===== src/rtl/hazard_ctrl.sv =====
// hazard_ctrl: pipeline hazard controller for the five-stage RISC-V core.
// Detects load-use hazards (decode bubble + front-end stall), sequences
// taken-branch flushes over BR_PENALTY cycles, and freezes the front end
// while data memory is busy. Two saturating perf counters are exported.
//
// Ports:
//   clk, rst_n                 clock, async active-low reset
//   if_id_rs1/rs2/opcode       fields of the instruction in IF/ID
//   id_ex_MemRead, id_ex_Rd    load flag and destination of ID/EX
//   ex_branch_taken            branch in EX resolved taken this cycle
//   mem_busy                   data memory stall request
//   pc_write, if_id_write      front-end load enables (combinational)
//   hazard_detected            bubble request to decode (combinational)
//   if_id_flush, id_ex_flush   pipeline register clears (combinational)
//   stall_cycles               cycles with pc_write=0, saturating
//   flush_events               accepted taken branches, saturating
module hazard_ctrl #(
  parameter int unsigned BR_PENALTY = 2,
  parameter int unsigned CNT_W      = 16
) (
  input  logic             clk,
  input  logic             rst_n,
  input  logic [4:0]       if_id_rs1,
  input  logic [4:0]       if_id_rs2,
  input  logic [6:0]       if_id_opcode,
  input  logic             id_ex_MemRead,
  input  logic [4:0]       id_ex_Rd,
  input  logic             ex_branch_taken,
  input  logic             mem_busy,
  output logic             pc_write,
  output logic             if_id_write,
  output logic             hazard_detected,
  output logic             if_id_flush,
  output logic             id_ex_flush,
  output logic [CNT_W-1:0] stall_cycles,
  output logic [CNT_W-1:0] flush_events
);

  localparam logic [6:0] OP_RTYPE  = 7'b0110011;
  localparam logic [6:0] OP_STORE  = 7'b0100011;
  localparam logic [6:0] OP_BRANCH = 7'b1100011;
  localparam logic [2:0] FLUSH_INIT = 3'(BR_PENALTY - 1);

  typedef enum logic [1:0] {
    ST_RUN      = 2'd0,
    ST_FLUSH    = 2'd1,
    ST_MEM_WAIT = 2'd2
  } state_t;

  state_t     state, state_nxt, eff_state;
  logic [2:0] flush_cnt, flush_cnt_nxt;
  logic       ret_flush, ret_flush_nxt;
  logic       uses_rs2, load_use, branch_accept;

  // Hazard detection against the load in ID/EX
  assign uses_rs2 = (if_id_opcode == OP_RTYPE) || (if_id_opcode == OP_STORE) ||
                    (if_id_opcode == OP_BRANCH);
  assign load_use = id_ex_MemRead && (id_ex_Rd != 5'd0) &&
                    ((id_ex_Rd == if_id_rs1) || (uses_rs2 && (id_ex_Rd == if_id_rs2)));

  // MEM_WAIT releasing this cycle behaves as the state it returns to
  always_comb begin
    eff_state = state;
    if (state == ST_MEM_WAIT && !mem_busy) begin
      eff_state = ret_flush ? ST_FLUSH : ST_RUN;
    end
  end

  // Next-state and control outputs
  always_comb begin
    state_nxt       = state;
    flush_cnt_nxt   = flush_cnt;
    ret_flush_nxt   = ret_flush;
    branch_accept   = 1'b0;
    pc_write        = 1'b0;
    if_id_write     = 1'b0;
    hazard_detected = 1'b0;
    if_id_flush     = 1'b0;
    id_ex_flush     = 1'b0;

    if (!rst_n) begin
      state_nxt = ST_RUN;
    end else if (mem_busy) begin
      state_nxt = ST_MEM_WAIT;
      if (state != ST_MEM_WAIT) begin
        ret_flush_nxt = (state == ST_FLUSH);
      end
    end else begin
      case (eff_state)
        ST_RUN: begin
          state_nxt = ST_RUN;
          if (ex_branch_taken) begin
            pc_write      = 1'b1;
            if_id_write   = 1'b1;
            if_id_flush   = 1'b1;
            id_ex_flush   = 1'b1;
            branch_accept = 1'b1;
            if (BR_PENALTY > 1) begin
              state_nxt     = ST_FLUSH;
              flush_cnt_nxt = FLUSH_INIT;
            end
          end else if (load_use) begin
            hazard_detected = 1'b1;
          end else begin
            pc_write    = 1'b1;
            if_id_write = 1'b1;
          end
        end
        ST_FLUSH: begin
          pc_write      = 1'b1;
          if_id_write   = 1'b1;
          if_id_flush   = 1'b1;
          flush_cnt_nxt = flush_cnt - 3'd1;
          state_nxt     = (flush_cnt == 3'd1) ? ST_RUN : ST_FLUSH;
        end
        default: begin
          state_nxt = ST_RUN;
        end
      endcase
    end
  end

  // State, flush bookkeeping and saturating counters
  always_ff @(posedge clk or negedge rst_n) begin
    if (!rst_n) begin
      state        <= ST_RUN;
      flush_cnt    <= 3'd0;
      ret_flush    <= 1'b0;
      stall_cycles <= '0;
      flush_events <= '0;
    end else begin
      state     <= state_nxt;
      flush_cnt <= flush_cnt_nxt;
      ret_flush <= ret_flush_nxt;
      if (!pc_write && !(&stall_cycles)) begin
        stall_cycles <= stall_cycles + CNT_W'(1);
      end
      if (branch_accept && !(&flush_events)) begin
        flush_events <= flush_events + CNT_W'(1);
      end
    end
  end

endmodule


===== config.mk =====
export PLATFORM = sky130hd
export DESIGN_NAME = hazard_ctrl
export DESIGN_NICKNAME = d
export VERILOG_FILES = /design/src/rtl/hazard_ctrl.sv
export SDC_FILE = /design/constraint.sdc
export NUM_CORES = 1
export LEC_CHECK = 0
export BUFFER_PORTS_ARGS = -buffer_cell sky130_fd_sc_hd__buf_2
export CAP_MARGIN = 15
export CORE_AREA = 8 8 92 94
export CTS_CLUSTER_DIAMETER = 40
export DETAILED_ROUTE_END_ITERATION = 7
export DIE_AREA = 0 0 100 102
export GPL_ROUTABILITY_DRIVEN = 0
export PLACE_DENSITY = 0.51
export SLEW_MARGIN = 25
export SYNTH_ARGS = -nofsm -noshare
export SYNTH_HDL_FRONTEND = slang
export SYNTH_SLANG_ARGS = --single-unit

===== constraint.sdc =====
create_clock -name clk -period 2.15 [get_ports clk]
set_clock_uncertainty 0.05 [all_clocks]
set_input_delay 0.43 -clock clk [delete_from_list [all_inputs] [get_ports clk]]
set_output_delay 0.43 -clock clk [all_outputs]
set_load 0.02 [all_outputs]

* Word-level counts from Yosys, hierarchy flattened
Index checks and enable logic that the tools add are counted.
Storage, ports and cells: register bits 38, bits in latches 0, bits in writable memories 0, bits in read-only memories 0, output and inout bits 37, memories kept 0
Cells by class: add/subtract/negate cells 3, multiply operators 0, divide/modulo/power cells 0, magnitude comparators 0, equality and inequality tests 11, shift-type cells 0, muxes and demuxes 26, bitwise logic cells 1, reduce and logical (&&, ||, !) cells 20
Operators with widths (count):
- $add 16x1->16 const B | 2
- $reduce_and 16->1 | 2
- $mux 1 | 18
- $eq 7x6->1 const B | 2
- $eq 5x5->1 | 2
- $eq 7x7->1 const B | 1
- $logic_and 1x1->1 | 6
- $mux 2 | 3
- $pmux 3 s2 | 1
- $reduce_bool 5->1 | 1
- $eq 2x1->1 const B | 2
- $logic_not 1->1 | 4
- $ne 2x2->1 const B | 2
- $pmux 1 s2 | 2
- $pmux 2 s2 | 1
- $reduce_and 4->1 | 1
- $eq 3x1->1 const B | 1
- $logic_or 1x1->1 | 3
- $mux 3 | 1
- $reduce_and 3->1 | 1
- $sub 3x1->3 const B | 1
- $eq 2x2->1 const B | 1
- $logic_not 2->1 | 1
- $reduce_bool 2->1 | 1
- $not 1->1 | 1

* Logic depth before layout (Yosys ltp)
Gate-level depths: netlist (run 1).
word-level depth 13, gate-level depth with buffers 7, gate-level depth less buffers 7

* Worst setup path after synthesis (run 1)
Ideal clock, no wire load.
path type input to output, from input port id_ex_Rd[1], to output port pc_write, arrival time 1.921 ns, path slack -0.251 ns, cell stages on the path 7, buffers on the path 2, cells stage by stage or4_1 o21ai_1 nor3_1 o21a_1 buf_6 nor2_1 buf_4
Between the ends: cells in the longest elaborated chain, start to end 9
Ends and longest elaborated chain:
- start, declared | line 27 | input logic [4:0] id_ex_Rd,
- $eq 5x5->1 | line 59 | ((id_ex_Rd == if_id_rs1) || (uses_rs2 && (id_ex_Rd == if_id_rs2)));
- $logic_and 1x1->1 | line 59
- $logic_or 1x1->1 | line 59
- $logic_and 1x1->1 (*) | line 58 | assign load_use = id_ex_MemRead && (id_ex_Rd != 5'd0) &&
- $mux 1 (*) (2 in a row)
- $pmux 1 s2 (*)
- $mux 1 (*) (2 in a row)
- end, declared | line 30 | output logic pc_write,
Mark *: on every way between the ends. The rest lies on a longest branch, timed or not.

* Final worst setup path (run 1)
from input port id_ex_Rd[1], to output port if_id_write
Between the ends: cells in the longest elaborated chain, start to end 9
Ends and longest elaborated chain:
- $eq 5x5->1 | line 59
- $logic_and 1x1->1 | line 59
- $logic_or 1x1->1 | line 59
- $logic_and 1x1->1 (*) | line 58
- $mux 1 (*) | line 102 | end else if (load_use) begin
- $mux 1 (*) | line 92 | if (ex_branch_taken) begin
- $pmux 1 s2 (*) | line 89 | case (eff_state)
- $mux 1 (*) | line 83 | end else if (mem_busy) begin
- $mux 1 (*) | line 81 | if (!rst_n) begin
- end, declared | line 31 | output logic if_id_write,
Marks and branches as above.

==> results of run 1 <==
## area by class of cell
cell class,instances,area share
multi-input cells,144,0.379
flip-flops and latches,38,0.337
repair buffers,84,0.177
well taps,99,0.0438
clock buffers,6,0.0292
clock inverters,2,0.0213
inverters,10,0.0133
## repair_timing
item	4_1_cts	5_1_grt
hold buffers	0	0
pin swaps	0	2
gates resized for setup	13	3
endpoints found under the setup margin	3	4
hold endpoints to repair	0	0
setup buffers	1	0
## cell usage in the layout, fill, tap and decap left out, types with 2 or more instances in the layout
master     count
dfrtp_1       38
o21ai_2        2
mux2_2         2
xor2_1         8
ha_1           4
buf_4         22
o2111ai_1      2
and4_1         2
nor2b_1        2
o21ai_0        2
and3_1         6
nand2_1       18
mux2_1         2
nor3_1         2
buf_6          4
nor3_2         2
a211oi_1       3
o211ai_1       5
buf_2         58
nor2_1         8
clkbuf_8       6
and2_1         4
nand4_1        6
bufinv_16      2
nand3_1       14
xnor2_1       28
inv_1         10
a21oi_1        2
## power by group
part           switching, mW  leakage (nW)  internal [mW]  total (mW)
Sequential             0.143         0.493          0.847       0.991
Clock                  0.257        0.0714          0.495       0.752
Combinational          0.364         0.823          0.280       0.644
## cell families after synthesis
| family | Yosys count | synth area share |
|---|---|---|
| simple gates | 69 | 0.175 |
| xor+xnor | 36 | 0.155 |
| fa+ha+maj | 4 | 0.0246 |
| flops | 38 | 0.468 |
| mux | 5 | 0.0271 |
| buf+inv | 13 | 0.0295 |
| compound gates | 30 | 0.121 |
## cell usage after synthesis, drive strengths merged (2+ instances only)
cell / number / area (um^2)
o21ai: 6 / 33.8
o2111ai: 3 / 32.5
and2: 4 / 25.0
mux2: 4 / 45.0
o211ai: 5 / 37.5
nand3: 14 / 70.1
a211oi: 3 / 22.5
dfrtp: 38 / 951
nand4: 6 / 37.5
and4: 2 / 17.5
a21oi: 2 / 10.0
buf: 2 / 18.8
ha: 4 / 50.1
nor3: 4 / 25.0
xor2: 8 / 70.1
nor2b: 2 / 12.5
xnor2: 28 / 245
nand2: 18 / 67.6
and3: 6 / 37.5
inv: 10 / 37.5
nor2: 9 / 33.8
## routing by layer
layer / vias up / routed length [um] / global-route usage
li1: 869 / - / -
met1: 819 / 2260 / 0.129
met2: 51 / 2190 / 0.162
met3: 6 / 432 / 0.0429
met4: 0 / 50 / 0.0279
met5: - / 0 / 0
## critical path, cell delays in order
cell and delay, ps:
buf_6 100, or4_4 540, o21ai_4 140, nor3_2 60, o21a_2 160, nor2_4 110, buf_6 130
## registers in the layout (all words and copies together), names as in the netlist
| register | flops |
|---|---|
| stall_cycles | 16 |
| flush_cnt | 3 |
| flush_events | 16 |
| state | 2 |
| ret_flush | 1 |
## worst max-delay path by stage
stage / startpoint / endpoint / slack (ps) / cells past startpoint
2_1_floorplan: id_ex_Rd[1] / pc_write / -30 / 7
3_3_place_gp: id_ex_Rd[1] / if_id_write / -120 / 7
3_5_place_dp: id_ex_Rd[1] / if_id_write / -140 / 7
4_1_cts: id_ex_Rd[1] / pc_write / 5 / 7
5_1_grt: id_ex_Rd[1] / if_id_write / -50 / 7
6_report: id_ex_Rd[1] / if_id_write / 8 / 7
## stage by stage
stage	worst slack, ps	hold slack (ps)	cells
after floorplan	-32.4	84.4	195
after global placement	-117	427	374
after detailed placement	-139	428	374
after CTS	5.01	199	383
after global routing	-46.5	218	383
final	7.55	179	383
==> implementation parameters, run 1 <==
Parameter                              Value

STA
  Clock period minus final worst setup slack ... 2140 ps
  Setup repair after global routing missed its margin ... yes
  Setup Viol. Count Final ... 0
  Pins over their slew limit ... 0
  Slew at the pin with the worst max-slew slack ... 489 ps
  Total Negative Setup Slacks ... 0 ps
  Hold violation count in the final report ... 0
  Share of the clock period used by the worst path ... 0.996
  Max-Slew Margin vs Limit ... 0.674
  FMAX ... approximately 470 MHz

Floorplan
  Initial core utilization ... 0.288
  Number of I/O pins ... 64
  Vertical die dimension ... between 100 and 150 um
  Area enclosed by the die boundary ... 0.0102 mm^2
  Site Rows ... 31
  Area inside the core boundary ... 0.00706 mm^2
  Width of the die ... 100 um

Setup path
  CP Class ... in -> out
  Endpoint of the most critical register-to-register path ... flush_events[13]$_DFFE_PN0P_
  Worst reg-to-reg path cell count ... 6
  Launch point of the worst reg-to-reg path ... flush_events[9]$_DFFE_PN0P_
  Critical Path AT ... around 1700 ps
  Highest fanout seen on the critical path ... 3
  Setup crit end kind ... output port
  Register-to-register path setup slack ... 190 ps
  Startpoint types ... input pin
  WP data required ... 1670 ps

Flow run
  Total of max-cap violations ... 0

Global routing
  Wire length of the first global-routing pass ... 8510 um
  Number of global-route vias before repair ... approximately 1,800
  Maximum number of pins on one net before global-route repair ... 40
  Antenna violations before repair ... 0
  GRT Overall Usage ... 0.104
  Sum of overflow across all layers after global routing ... 0

Cells and area
  Core occupancy in the finished layout ... 0.400
  Multi-input gate area in the final layout ... 0.00107 mm^2
  Post-layout net count ... 314
  Diode count ... 0
  Fraction of final layout cells with drive strength greater than 1 ... 0.370
  Filler Cell Count ... ~740
  Post-route cell area ... 0.00283 mm^2
  Area occupied by registers ... 951 um^2
  Area Overhead vs Synth ... 39.0%

Run status
  Run status ... completed

Routing
  DRC violations left ... 0
  DRT Wirelength ... just under 5000 um
  Ratio of routed vias to standard cells ... 4.56
  Average wire length per cell after detail routing ... 12.9 um
  Pre-Repair DR Iteration Count ... 4
  Number of routed nets with antenna violations ... 0
  Vias ... around 1,700
  DRC marker count from the first detailed-route iteration ... 26

Power
  PwrDens ... roughly 840 mW/mm^2
  Total leakage power ... 1.39 nW
  Peak supply drop ... 0.250 mV
  Post-layout power ... ~2.4 mW

Clock tree
  Worst-case clock buffer depth ... 2
  TritonCTS Sinks ... 38
  Clock-pin transition on the worst setup and hold timing paths ... about 80 ps
  Number of buffers created by CTS ... 5
  Clock H-tree levels ... 2
  Clock insertion delay at the later pin of the skew report ... between 200 and 300 ps
  TritonCTS clock tree ... yes
  Root buffer selected by CTS ... clkbuf_8

Logic synthesis
  Post-synthesis cell count ... around 200
  Syn nets ... 226
  Number of distinct library cells after synthesis ... between 40 and 50
  Number of enable flip-flop cells after synthesis ... 0
  Sequential fraction of the synthesis area ... 0.468
  Async S/R FF share, synth ... 1.00
  Synthesized cell area ... 0.00203 mm^2
  Mean post-synth cell area ... about 10 um^2
  Most used flip-flop cell after synthesis ... dfrtp_1
  Flop and latch count out of synthesis ... 38
  Synth warn ... 0

Worst hold path
  HP Class ... in -> async

Placed design
  HPWL after detailed placement ... 3940 um
  Count of input and output buffers ... 63
  DP Area ... 0.00261 mm^2
(Power assumes the default switching activity.)
==> run 2, diff against run 1 <==
--- a/config.mk
+++ b/config.mk
@@ -8,10 +8,10 @@
 export BUFFER_PORTS_ARGS = -buffer_cell sky130_fd_sc_hd__buf_2
 export CAP_MARGIN = 15
-export CORE_AREA = 8 8 92 94
+export CORE_AREA = 8 8 73 75
 export CTS_CLUSTER_DIAMETER = 40
 export DETAILED_ROUTE_END_ITERATION = 7
-export DIE_AREA = 0 0 100 102
+export DIE_AREA = 0 0 81 83
 export GPL_ROUTABILITY_DRIVEN = 0
-export PLACE_DENSITY = 0.51
+export PLACE_DENSITY = 0.77
 export SLEW_MARGIN = 25
 export SYNTH_ARGS = -nofsm -noshare
==> constraint.sdc (replaced) <==
create_clock -name clk -period 2.15 [get_ports clk]
set_clock_uncertainty 0.05 [all_clocks]
set_input_delay 0.5375 -clock clk [delete_from_list [all_inputs] [get_ports clk]]
set_output_delay 0.5375 -clock clk [all_outputs]
set_load 0.02 [all_outputs]
==> implementation parameters, run 2 (synthesized netlist as in run 1, its figures left out) <==
Parameter                              Value

Run status
  Run status ... finished, violations left
  Violated checks ... negative setup slack

Setup path
  Startpoint types ... input pin
  Register-to-register path setup slack ... 180 ps (about the same)
  Kind of cell with the highest combined delay on the critical path ... simple AND/OR/NAND/NOR gates
  WP data required ... 1560 ps (-110 ps)
  CP Cell Sequence ... buf_8, or4_4, o21ai_2, nor3_2, o21a_2, nor2_4, buf_6
  CP bufs+invs ... 2 (unchanged)
  Endpoint of the most critical register-to-register path ... stall_cycles[14]$_DFFE_PN0P_
  Critical Path AT ... 1740 ps (+80 ps)
  Highest fanout seen on the critical path ... 3 (unchanged)
  Library cell contributing the largest single delay on the critical path ... or4_4
  Worst path max stage delay ... 520 ps (-20 ps)
  Launch point of the worst reg-to-reg path ... state[1]$_DFF_PN0_
  CP Class ... in -> out
  Worst reg-to-reg path cell count ... 9 (+3)
  Setup crit end kind ... output port

Routing
  DRC violations left ... 0 (unchanged)
  Ratio of routed vias to standard cells ... 5.33 (+17%)
  Pre-Repair DR Iteration Count ... 4 (unchanged)
  Average wire length per cell after detail routing ... 14.7 um (+15%)
  DRT Wirelength ... 4980 um (+1.1%)
  Number of routed nets with antenna violations ... 0 (unchanged)
  DRC marker count from the first detailed-route iteration ... 61 (+130%)
  Vias ... 1,800 (+3.2%)

Floorplan
  Area enclosed by the die boundary ... 0.00672 mm^2 (-34%)
  Vertical die dimension ... 83 um (-19%)
  Initial core utilization ... 0.484 (+0.196)
  Site Rows ... 24 (-23%)
  Number of I/O pins ... 64 (unchanged)
  Width of the die ... 81 um (-19%)
  Area inside the core boundary ... 0.00420 mm^2 (-40%)

Power
  PwrDens ... 779 mW/mm^2 (-7.7%)
  Total leakage power ... 1.38 nW (-0.68%)
  Post-layout power ... 2.16 mW (-9.5%)
  Peak supply drop ... 0.453 mV (+81%)

Cells and area
  Post-route cell area ... 0.00277 mm^2 (-1.9%)
  Most common library cell in the layout ignoring fill and taps ... buf_2
  Core occupancy in the finished layout ... 0.659 (+0.259)
  Area Overhead vs Synth ... 36.2%
  Most frequent cells in the layout ... buf_2, dfrtp_1, xnor2_1
  Area occupied by registers ... 951 um^2 (unchanged)
  Filler Cell Count ... 357 (-52%)
  Layout Cells excl Fill ... 338 (-12%)
  Diode count ... 0 (unchanged)
  Multi-input gate area in the final layout ... 0.00109 mm^2 (+2.3%)
  Fraction of final layout cells with drive strength greater than 1 ... 0.385 (+0.0149)
  Top Registers ... flush_events (16), stall_cycles (16), flush_cnt (3)
  Post-layout net count ... 316 (+0.64%)

STA
  Pins over their slew limit ... 0 (unchanged)
  Smallest setup slack after layout ... -177 ps (-184 ps)
  Clock period minus final worst setup slack ... 2330 ps (+184 ps)
  Share of the clock period used by the worst path ... 1.08 (+0.0857)
  Max-Slew Margin vs Limit ... 0.672 (-0.00168)
  Setup repair after global routing missed its margin ... yes
  Setup Viol. Count Final ... 9 (+9)
  Slew at the pin with the worst max-slew slack ... 491 ps (+2.52 ps)
  FMAX ... 430 MHz (-7.9%)
  Total Negative Setup Slacks ... -734 ps (-734 ps)
  Hold violation count in the final report ... 0 (unchanged)

Clock tree
  Clock insertion delay at the later pin of the skew report ... 280 ps (about the same)
  Root buffer selected by CTS ... clkbuf_8
  Number of buffers created by CTS ... 5 (unchanged)
  Clock H-tree levels ... 2 (unchanged)
  TritonCTS Sinks ... 38 (unchanged)
  TritonCTS clock tree ... yes
  Worst-case clock buffer depth ... 2 (unchanged)
  Clock-pin transition on the worst setup and hold timing paths ... 70 ps (about the same)
  CTS hold repair buffers ... 0 (unchanged)

Global routing
  Sum of overflow across all layers after global routing ... 0 (unchanged)
  GRT Overall Usage ... 0.148 (+0.0437)
  Wire length of the first global-routing pass ... 8220 um (-3.5%)
  Maximum number of pins on one net before global-route repair ... 40 (unchanged)
  Number of global-route vias before repair ... 1,885 (+3.6%)
  Antenna violations before repair ... 0 (unchanged)

Placed design
  Count of input and output buffers ... 63 (unchanged)
  HPWL after detailed placement ... 3750 um (-4.8%)
  DP Area ... 0.00254 mm^2 (-2.5%)
  Post-placement cell count ... 326 (-13%)

Worst hold path
  HP Class ... in -> async

Flow run
  Total of max-cap violations ... 0 (unchanged)
==> run 2: what timing repair did <==
item                                    in CTS  in global routing
resized for setup                           14                 11
pin swaps                                    0                  2
setup buffers                                1                  3
endpoints found under the hold margin        0                  0
endpoints found under the setup margin       4                  6
==> run 2: per-stage QoR <==
| step | hold slack, ps | setup slack, ps |
|---|---|---|
| floorplan | 192 | -247 |
| global placement | 423 | -246 |
| detailed placement | 425 | -274 |
| CTS | 303 | -189 |
| global route | 322 | -215 |
| finish | 282 | -177 |
==> run 2: final cells by class <==
cell class	instances	area share
clock buffers	7	0.0312
clock inverters	1	0.00181
inverters	10	0.0136
multi-input cells	144	0.395
flip-flops and latches	38	0.343
well taps	52	0.0235
repair buffers	86	0.192
==> run 2: worst max-delay path by stage <==
stage                       end  depth (start not counted)   startpoint  slack [ps]
floorplan              pc_write                          7  id_ex_Rd[1]        -250
global placement       pc_write                          7  id_ex_Rd[1]        -250
detailed placement  if_id_write                          7  id_ex_Rd[1]        -270
CTS                 if_id_write                          7  id_ex_Rd[1]        -190
global route           pc_write                          7  id_ex_Rd[1]        -220
finish              if_id_write                          7  id_ex_Rd[1]        -180
==> run 2: layer usage <==
layer / part of all wire / track usage / routed length [um]
met2: 0.48 / 0.243 / 2400
met5: 0 / 0 / 0
met1: 0.42 / 0.174 / 2120
met3: 0.086 / 0.0582 / 431
met4: 0.0066 / 0.0325 / 33
==> run 2: power breakdown <==
part	total, mW	internal, mW	switching (mW)
sequential	0.997	0.848	0.149
clock	0.503	0.259	0.244
combinational	0.659	0.285	0.374
==> run 2: worst reg2reg max path, stage by stage (launching register included) <==
cell,delay (ps)
dfrtp_1,420
nand2_1,130
o21bai_2,80
nor3_2,190
o21a_2,210
buf_4,120
buf_6,90
buf_8,120
o2111ai_4,130
mux2_4,310
